<file path="src/rtl/bsg_cache_dma_to_mem.sv">
// Bridges the bsg_cache DMA port to a word-wide request/response memory.
// Optional nonsynth protocol checks: define BSG_CACHE_DMA_TO_MEM_CHECK_EN.
module bsg_cache_dma_to_mem #(
  parameter int addr_width_p          = 32,
  parameter int data_width_p          = 32,
  parameter int block_size_in_words_p = 8,
  parameter int fifo_els_p            = 2,
  parameter int mem_addr_width_p      = addr_width_p
                                        - (((data_width_p/8) <= 1) ? 1 : $clog2(data_width_p/8))
) (
  input  logic                                        clk_i,
  input  logic                                        reset_i,

  input  logic [block_size_in_words_p+addr_width_p:0] dma_pkt_i,
  input  logic                                        dma_pkt_v_i,
  output logic                                        dma_pkt_yumi_o,

  output logic [data_width_p-1:0]                     dma_data_o,
  output logic                                        dma_data_v_o,
  input  logic                                        dma_data_ready_i,

  input  logic [data_width_p-1:0]                     dma_data_i,
  input  logic                                        dma_data_v_i,
  output logic                                        dma_data_yumi_o,

  output logic                                        mem_v_o,
  output logic                                        mem_w_o,
  output logic [mem_addr_width_p-1:0]                 mem_addr_o,
  output logic [data_width_p-1:0]                     mem_data_o,
  input  logic                                        mem_yumi_i,
  input  logic [data_width_p-1:0]                     mem_data_i,
  input  logic                                        mem_v_i
);

  localparam int lg_block_lp   = $clog2(block_size_in_words_p);
  localparam int cnt_width_lp  = lg_block_lp + 1;
  localparam int byte_off_lp   = addr_width_p - mem_addr_width_p;
  localparam int cred_width_lp = $clog2(fifo_els_p + 1);
  localparam int ptr_width_lp  = (fifo_els_p <= 1) ? 1 : $clog2(fifo_els_p);

  localparam logic [cnt_width_lp-1:0]  block_lp     = cnt_width_lp'(block_size_in_words_p);
  localparam logic [cnt_width_lp-1:0]  last_word_lp = cnt_width_lp'(block_size_in_words_p - 1);
  localparam logic [cred_width_lp:0]   fifo_els_lp  = (cred_width_lp + 1)'(fifo_els_p);
  localparam logic [ptr_width_lp-1:0]  last_ptr_lp  = ptr_width_lp'(fifo_els_p - 1);

  typedef enum logic [1:0] {
    IDLE  = 2'd0,
    READ  = 2'd1,
    WRITE = 2'd2
  } state_e;

  state_e state_r, state_n;

  // packet fields
  logic                             pkt_write;
  logic [block_size_in_words_p-1:0] pkt_mask;
  logic [addr_width_p-1:0]          pkt_addr;
  logic [addr_width_p-1:0]          pkt_blk_addr;
  logic [mem_addr_width_p-1:0]      pkt_base;

  assign pkt_write = dma_pkt_i[block_size_in_words_p+addr_width_p];
  assign pkt_mask  = dma_pkt_i[addr_width_p +: block_size_in_words_p];
  assign pkt_addr  = dma_pkt_i[addr_width_p-1:0];

  // drop the byte offset and the in-block word offset in one step
  assign pkt_blk_addr = (pkt_addr >> (byte_off_lp + lg_block_lp)) << lg_block_lp;
  assign pkt_base     = mem_addr_width_p'(pkt_blk_addr);

  logic [mem_addr_width_p-1:0]      base_r;
  logic [block_size_in_words_p-1:0] mask_r;
  logic [cnt_width_lp-1:0]          issue_cnt_r;
  logic [cnt_width_lp-1:0]          deliver_cnt_r;
  logic [cnt_width_lp-1:0]          word_cnt_r;
  logic [cred_width_lp-1:0]         outstanding_r;

  logic [data_width_p-1:0]  fifo_mem [fifo_els_p];
  logic [ptr_width_lp-1:0]  rd_ptr_r, wr_ptr_r;
  logic [cred_width_lp-1:0] fifo_cnt_r;

  logic                   fifo_empty;
  logic                   credit_ok;
  logic                   pkt_accept;
  logic                   rd_accept;
  logic                   fifo_push;
  logic                   fifo_pop;
  logic                   wr_consume;
  logic                   txn_done;
  logic [lg_block_lp-1:0] issue_idx;
  logic [lg_block_lp-1:0] word_idx;

  assign fifo_empty = (fifo_cnt_r == '0);
  assign credit_ok  = (({1'b0, outstanding_r} + {1'b0, fifo_cnt_r}) < fifo_els_lp);
  assign issue_idx  = issue_cnt_r[lg_block_lp-1:0];
  assign word_idx   = word_cnt_r[lg_block_lp-1:0];

  assign dma_data_v_o = (state_r == READ) & ~fifo_empty;
  assign dma_data_o   = fifo_mem[rd_ptr_r];

  // late responses after an abandoned transaction are dropped here
  assign fifo_push  = mem_v_i & (outstanding_r != '0);
  assign fifo_pop   = dma_data_v_o & dma_data_ready_i;
  assign pkt_accept = dma_pkt_yumi_o;
  assign rd_accept  = (state_r == READ) & mem_v_o & mem_yumi_i;
  assign wr_consume = (state_r == WRITE) & dma_data_yumi_o;
  assign txn_done   = (fifo_pop & (deliver_cnt_r == last_word_lp))
                    | (wr_consume & (word_cnt_r == last_word_lp));

  always_ff @(posedge clk_i) begin
    if (reset_i) state_r <= IDLE;
    else         state_r <= state_n;
  end

  always_comb begin
    state_n         = state_r;
    dma_pkt_yumi_o  = 1'b0;
    dma_data_yumi_o = 1'b0;
    mem_v_o         = 1'b0;
    mem_w_o         = 1'b0;
    mem_addr_o      = base_r + mem_addr_width_p'(issue_idx);
    mem_data_o      = dma_data_i;

    unique case (state_r)
      IDLE: begin
        dma_pkt_yumi_o = dma_pkt_v_i;
        if (dma_pkt_v_i) state_n = pkt_write ? WRITE : READ;
      end
      READ: begin
        mem_v_o = (issue_cnt_r < block_lp) & credit_ok;
        if (fifo_pop && (deliver_cnt_r == last_word_lp)) state_n = IDLE;
      end
      WRITE: begin
        mem_w_o         = 1'b1;
        mem_addr_o      = base_r + mem_addr_width_p'(word_idx);
        mem_v_o         = dma_data_v_i & mask_r[word_idx];
        dma_data_yumi_o = dma_data_v_i & (~mask_r[word_idx] | mem_yumi_i);
        if (dma_data_yumi_o && (word_cnt_r == last_word_lp)) state_n = IDLE;
      end
      default: state_n = IDLE;
    endcase
  end

  always_ff @(posedge clk_i) begin
    if (pkt_accept) begin
      base_r <= pkt_base;
      mask_r <= pkt_mask;
    end
  end

  always_ff @(posedge clk_i) begin
    if (reset_i) begin
      issue_cnt_r   <= '0;
      deliver_cnt_r <= '0;
      word_cnt_r    <= '0;
    end else if (txn_done) begin
      issue_cnt_r   <= '0;
      deliver_cnt_r <= '0;
      word_cnt_r    <= '0;
    end else begin
      if (rd_accept)  issue_cnt_r   <= issue_cnt_r + 1'b1;
      if (fifo_pop)   deliver_cnt_r <= deliver_cnt_r + 1'b1;
      if (wr_consume) word_cnt_r    <= word_cnt_r + 1'b1;
    end
  end

  always_ff @(posedge clk_i) begin
    if (reset_i) begin
      outstanding_r <= '0;
    end else begin
      unique case ({rd_accept, fifo_push})
        2'b10:   outstanding_r <= outstanding_r + 1'b1;
        2'b01:   outstanding_r <= outstanding_r - 1'b1;
        default: outstanding_r <= outstanding_r;
      endcase
    end
  end

  always_ff @(posedge clk_i) begin
    if (fifo_push) fifo_mem[wr_ptr_r] <= mem_data_i;
  end

  always_ff @(posedge clk_i) begin
    if (reset_i) begin
      rd_ptr_r   <= '0;
      wr_ptr_r   <= '0;
      fifo_cnt_r <= '0;
    end else begin
      if (fifo_push) wr_ptr_r <= (wr_ptr_r == last_ptr_lp) ? '0 : wr_ptr_r + 1'b1;
      if (fifo_pop)  rd_ptr_r <= (rd_ptr_r == last_ptr_lp) ? '0 : rd_ptr_r + 1'b1;
      unique case ({fifo_push, fifo_pop})
        2'b10:   fifo_cnt_r <= fifo_cnt_r + 1'b1;
        2'b01:   fifo_cnt_r <= fifo_cnt_r - 1'b1;
        default: fifo_cnt_r <= fifo_cnt_r;
      endcase
    end
  end

`ifdef BSG_CACHE_DMA_TO_MEM_CHECK_EN
  logic pkt_wait_r;

  always_ff @(posedge clk_i) begin
    if (reset_i) begin
      pkt_wait_r <= 1'b0;
    end else begin
      pkt_wait_r <= (state_r == IDLE) & dma_pkt_v_i & ~dma_pkt_yumi_o;
      if (mem_v_i && (outstanding_r == '0)) begin
        $error("bsg_cache_dma_to_mem: mem_v_i with nothing outstanding");
        $finish;
      end
      if (mem_v_i && (state_r != READ)) begin
        $error("bsg_cache_dma_to_mem: mem_v_i outside READ");
        $finish;
      end
      if (pkt_wait_r && !dma_pkt_v_i) begin
        $error("bsg_cache_dma_to_mem: dma_pkt_v_i dropped before yumi");
        $finish;
      end
    end
  end
`else
  // checks compiled out; datapath is unchanged
`endif

endmodule
</file>
<file path="config.mk">
export PLATFORM = sky130hd
export DESIGN_NAME = bsg_cache_dma_to_mem
export DESIGN_NICKNAME = d
export VERILOG_FILES = /design/src/rtl/bsg_cache_dma_to_mem.sv
export SDC_FILE = /design/constraint.sdc
export NUM_CORES = 1
export LEC_CHECK = 0
export BUFFER_PORTS_ARGS = -buffer_cell sky130_fd_sc_hd__buf_2
export CORE_MARGIN = 2
export CORE_UTILIZATION = 30
export DETAILED_ROUTE_END_ITERATION = 8
export PLACE_DENSITY = 0.54
export SLEW_MARGIN = 20
export SYNTH_ARGS = -nofsm -noshare
export SYNTH_HDL_FRONTEND = slang
export SYNTH_SLANG_ARGS = --single-unit
</file>
<file path="constraint.sdc">
create_clock -name clk_i -period 3.7 [get_ports clk_i]
set_clock_uncertainty 0.1 [all_clocks]
set_input_delay 0.555 -clock clk_i [delete_from_list [all_inputs] [get_ports clk_i]]
set_output_delay 0.555 -clock clk_i [all_outputs]
set_load 0.05 [all_outputs]
</file>
==> results.md, run 1 <==
* Seq cells post-synth at 120
* CTS Hold Bufs at 0
* Synth area leaders: edfxtp_1, dfxtp_1, mux2_2, buf_4, ha_1
* Worst EP required at between 3 and 4 ns
* Worst-skew pair later-pin latency at 0.41 ns
* Max Freq at between 300 and 400 MHz
* Crit path arrival time at 2.53 ns
* Layout area overhead at 27.8%
* Nets@finish at 559
* Crit-path max FO at 5
* Comb pwr share at about 7.3%
* Synthesized area per cell at between 15 and 20 sq um
* Worst ir drop on vdd at slightly above 0.4 mV
* Internal power at around 0.0028 W
* Number of enable flip-flop cells after synthesis at 99
* DIE AREA at 17,500 sq um
* Pwr dens at roughly 570 nW/um^2
* DRT Pass-1 Iters at 4
* CP endpoint kind: output pin
* Vias per inst at 4.39
* Commonest cells after routing, fill and taps aside: buf_2, edfxtp_1, mux2_2
* Slew Limit Fails at 0
* Commonest non-fill, non-tap cell in the layout: buf_2
* Vias at between 2,000 and 3,000
* Critical path class: reg2out
* I/O pin count at 211
* CTS Buf Count at 17
* Mapped Area at 4940 sq um
* Slew headroom at about 29%
* Startpoint Class: register
* Hold crit path type: in2reg
* Area leader, netlist: edfxtp_1
* Initial antenna violation count at 0
* All-layer global routing usage at between 10% and 20%
* Yosys top cell area share at around three fifths
* Routed WL at between 9000 and 10,000 microns
* Ys async rst share at 0%
* Starting Density at 30.9%
* Final period util at a little under nine tenths
* Share of layout cells above drive strength 1 at between 40% and 50%
* Psw at approximately 0.00080 W
* Setup violations, final at 0
* IO Port Bufs at 141
* Post-DRT Antenna Nets at 0
* Run status: finished clean
* Worst R2R Setup Slack at between 0.7 and 0.8 ns
* First-pass GRT wire length at between 15,000 and 20,000 microns
* RSZ-0062 raised after global routing: no
* DIE WIDTH at 132 microns
* Netlist cell types at 55
* Die height at ~130 microns
* Htree depth at 4
* Max Root-Sink Buffers at 2
* Vias in the first global route at just over 3,000
* Setup Fix Bufs, Post-CTS at 0
* Sequential Power Share at 42.4%
* Drt drc at 0
* Core Area at 16,000 sq um
* Post-synthesis sequential area ratio at between 60 and 70%
* DRT iter0 DRCs at between 90 and 100
* Switching Fraction at between 20% and 30%
* GPL Wtd Cong at between 0.7 and 0.8
* Leakage at approximately 2.4 nW
* Post-Syn Nets at about 440
* Syn Inst Count at ~320
* Clk sinks at 120
* CTS clk-pin slew, worst paths at 0.06 ns
* Clock share of power at around 50%
* Dpl cells at approximately 640
* FP Rows at 46
* Hpwl dp at roughly 7000 microns
* Clock Root Buffer: clkbuf_16
* Routed WL per cell at around 15 microns
* TNS Setup at 0 ns
* Worst Tran Pin Value at between 1 and 1.5 ns
* Final Hold Viols at 0
* Max_cap viols at 0
* Congestion Overflow GR at 0
* CTS tree: done
* Largest net degree at the start of global routing at 38
* Post-CTS sizing at 0
* Warnings from Yosys at 0
* Ys flop type: edfxtp_1
* Non-filler cells, final at ~670
* Tmin final at between 3 and 4 ns
-- layer usage --
metal | vias to the layer above | GRT usage, % | part of all wire, %
met3 | 15 | 6.07 | 9.6
met1 | 1378 | 13.9 | 43
met5 | - | 0 | 0
met2 | 149 | 18.4 | 46
li1 | 1392 | - | -
met4 | 0 | 4.18 | 1.2
-- cells by family after synthesis --
| logic type | count (synthesis) | share of synthesized area (%) |
|---|---|---|
| xor gates and xnor gates | 11 | 1.95 |
| buffers and inverters | 48 | 6.28 |
| DFF | 120 | 68.7 |
| AOI/OAI and AO/OA | 29 | 4.58 |
| adders and majority gates | 9 | 2.43 |
| muxes | 40 | 9.22 |
| and+or+nand+nor | 60 | 6.84 |
-- through the flow --
stage	hold slack (ns)	setup slack, ns	area (sq um)	total power, W	utilization (%)
after floorplan	0.348	0.291	4940	0.00182	-
after global placement	0.360	0.817	5660	0.00181	35.4
after detailed placement	0.380	0.811	5660	0.00181	35.4
after CTS	0.188	0.466	6310	0.00363	39.4
after global routing	0.189	0.389	6310	0.00369	39.4
final	0.216	0.512	6310	0.00358	39.5
-- worst max-delay path, cell delays in order, from the launching register on --
cell     delay, ns
dfxtp_1       0.42
and2_1        0.17
fa_1          0.43
or4b_1        0.52
o31a_1        0.17
nor2_1        0.13
buf_2         0.28
-- power by group through the flow --
stage / sequential, W / clock (W) / combinational (W)
global route: 0.00152 / 0.00189 / 0.000281
finish: 0.00152 / 0.00180 / 0.000263
detailed placement: 0.00155 / 0 / 0.000265
CTS: 0.00152 / 0.00184 / 0.000266
floorplan: 0.00164 / 0 / 0.000177
global placement: 0.00155 / 0 / 0.000260
-- path summary, 6_finish.rpt --
kind         depth (start not counted)          start               end
min reg2reg                          2  word_cnt_r[3]     word_cnt_r[3]
max reg2reg                          9  fifo_cnt_r[0]  outstanding_r[1]
min                                  1  dma_pkt_i[10]         base_r[8]
max                                  6  fifo_cnt_r[0]           mem_v_o
-- flip-flops by register name, summed over array words and instances, names as in the netlist, named ones only --
name,count
outstanding_r,2
fifo_cnt_r,2
base_r,27
wr_ptr_r,1
mask_r,8
word_cnt_r,4
state_r,2
deliver_cnt_r,4
fifo_mem,64
issue_cnt_r,4
rd_ptr_r,1
-- synthesized netlist by cell type, types with 4 or more instances --
library cell and instances:
nor2_1 15, nand2_1 11, inv_1 7, a21oi_1 9, dfxtp_1 21, xnor2_1 4, xor2_1 7, ha_1 8
mux2_2 36, nand4_1 4, edfxtp_1 99, buf_4 32
-- final cells by class --
type | count | area, sq um
antenna | 1 | 2.50
clock buffer | 17 | 425
clock inverter | 15 | 221
fill | 1547 | 9690
inverter | 7 | 26.3
multi-input combinational | 149 | 1250
sequential | 120 | 3390
tap | 216 | 270
timing repair buffer | 143 | 721
Note: power is estimated with default switching activity, not from simulation.
==> inputs of run 2 (changes only) <==
--- a/config.mk
+++ b/config.mk
@@ -9,7 +9,10 @@
 export CORE_MARGIN = 2
 export CORE_UTILIZATION = 30
 export DETAILED_ROUTE_END_ITERATION = 8
+export GPL_TIMING_DRIVEN = 0
 export PLACE_DENSITY = 0.54
+export SETUP_SLACK_MARGIN = 0.4
+export SKIP_CTS_REPAIR_TIMING = 1
 export SLEW_MARGIN = 20
 export SYNTH_ARGS = -nofsm -noshare
 export SYNTH_HDL_FRONTEND = slang
==> results.md, run 2 (synthesis results as in run 1) <==
* Run status: finished clean
* TNS Setup at 0 ns
* Layout area overhead at 38.5%
* Reg2reg end: outstanding_r[1]
* IO Port Bufs at ~170
* CP endpoint kind: output pin
* GPL Wtd Cong at between 0.7 and 0.8
* Share of layout cells above drive strength 1 at 55.5%
* Busiest grt layer: met2
* Crit-path max FO at 5
* Final setup margin at around 0.56 ns
* Global Route met2 Usage at around 20%
* Worst-skew pair later-pin latency at 0.41 ns
* Max_cap viols at 0
* CTS Buf Count at 17
* Clk sinks at between 100 and 150
* Reg with most FFs: fifo_mem
* Max Freq at ~320 MHz
* Slew headroom at a little over half
* RSZ-0062 raised after global routing: no
* Max reg flops at 64
* Multi-input logic area at 1250 sq um
* Slew Limit Fails at 0
* Htree depth at 4
* Vias in the first global route at 3,252
* Vias per inst at about 4.3
* Hold Crit Start: dma_pkt_i[38]
* DIE WIDTH at roughly 130 microns
* R2R Path Start: fifo_cnt_r[0]
* Clock Root Buffer: clkbuf_16
* Path depth of the worst reg2reg path at 9
* Fin util at 42.8%
* Critical path class: reg2out
* Setup violations, final at 0
* Largest regs: fifo_mem (64), base_r (27), mask_r (8)
* Hold crit path type: in2reg
* Startpoint Class: register
* Routed WL per cell at 14.1 microns
* Final period util at 84.8%
* Pre-CTS setup slack at 0.791 ns
* CTS clk-pin slew, worst paths at 0.05 ns
* CTS tree: done
* Final Hold Viols at 0
* Met1 usage at roughly 14%
* Sequential cell area at 3390 sq um
* DRT iter0 DRCs at 190
* Drt drc at 0
* All-layer global routing usage at between 10% and 20%
* Leakage at around 2.7 nW
* WHS Path Cells at 1
* Worst R2R Setup Slack at 0.77 ns
* Max Root-Sink Buffers at 2
* Layout fillers at around 1,600
* GRT met3 Usage at 5.88%
* Crit path arrival time at 2.48 ns
* Nets@finish at approximately 630
* Pwr dens at 546 nW/um^2
* Worst setup path endpoint: mem_v_o
* DIE AREA at ~18,000 sq um
* Commonest cells after routing, fill and taps aside: buf_2, edfxtp_1, mux2_2
* Congestion Overflow GR at 0
* FP Rows at between 40 and 50
* Hpwl dp at between 7000 and 8000 microns
* Vias at ~3,200
* Largest net degree at the start of global routing at 26
* Worst ir drop on vdd at roughly 0.3 mV
* Routed WL at 10,500 microns
* Worst EP required at a little over 3 ns
* Initial antenna violation count at 2
* I/O pin count at around 210
* Core Area at between 15,000 and 20,000 sq um
* Commonest non-fill, non-tap cell in the layout: buf_2
* Tmin final at between 3 and 4 ns
* DRT Pass-1 Iters at 4
* Starting Density at between 30% and 40%
* Crit path launch: fifo_cnt_r[0]
* Worst Tran Pin Value at approximately 0.7 ns
* First-pass GRT wire length at 16,600 microns
* Die height at ~130 microns
* Post-DRT Antenna Nets at 0
-- run 2: layout make-up --
class                      count  share of cell area (%)
sequential                   120                    49.6
multi-input combinational    149                    18.3
timing repair buffer         175                    13.8
clock buffer                  19                    6.33
buffer                        41                    4.15
tap                          216                    3.95
clock inverter                13                    3.31
inverter                       7                   0.384
antenna                        3                   0.110
-- run 2: where the power goes --
| group | internal [W] | switching [W] |
|---|---|---|
| registers | 0.00151 | 0.0000102 |
| logic | 0.000115 | 0.000266 |
| clock network | 0.00126 | 0.000575 |
-- run 2: per-layer routing --
| layer | share of wire, % | up-vias | wire length, microns |
|---|---|---|---|
| met3 | 9.7 | 15 | 1010 |
| met4 | 1.2 | 0 | 123 |
| met5 | 0 | - | 0 |
| met1 | 42 | 1471 | 4370 |
| li1 | - | 1541 | - |
| met2 | 47 | 149 | 4960 |
-- run 2: per-stage QoR --
stage	std cells	power [W]	hold WS (ns)	instance area, sq um
4_1_cts	740	0.00378	0.196	6830
6_report	743	0.00373	0.217	6840
3_5_place_dp	708	0.00193	0.373	6170
5_1_grt	741	0.00387	0.191	6840
2_1_floorplan	317	0.00182	0.348	4940
3_3_place_gp	705	0.00192	0.358	6070
-- run 2: worst min path at each step --
stage | to
after global routing | base_r[24]
after floorplan | word_cnt_r[3]
final | mask_r[6]
after CTS | mask_r[0]
after detailed placement | deliver_cnt_r[1]
after global placement | word_cnt_r[3]
-- run 2: worst max-delay path: stages (launching register included) --
cell      delay [ns]
dfxtp_1         0.41
and2_1          0.17
fa_1            0.44
or4b_1          0.52
o31a_1          0.18
nor2_2          0.12
clkbuf_4        0.24
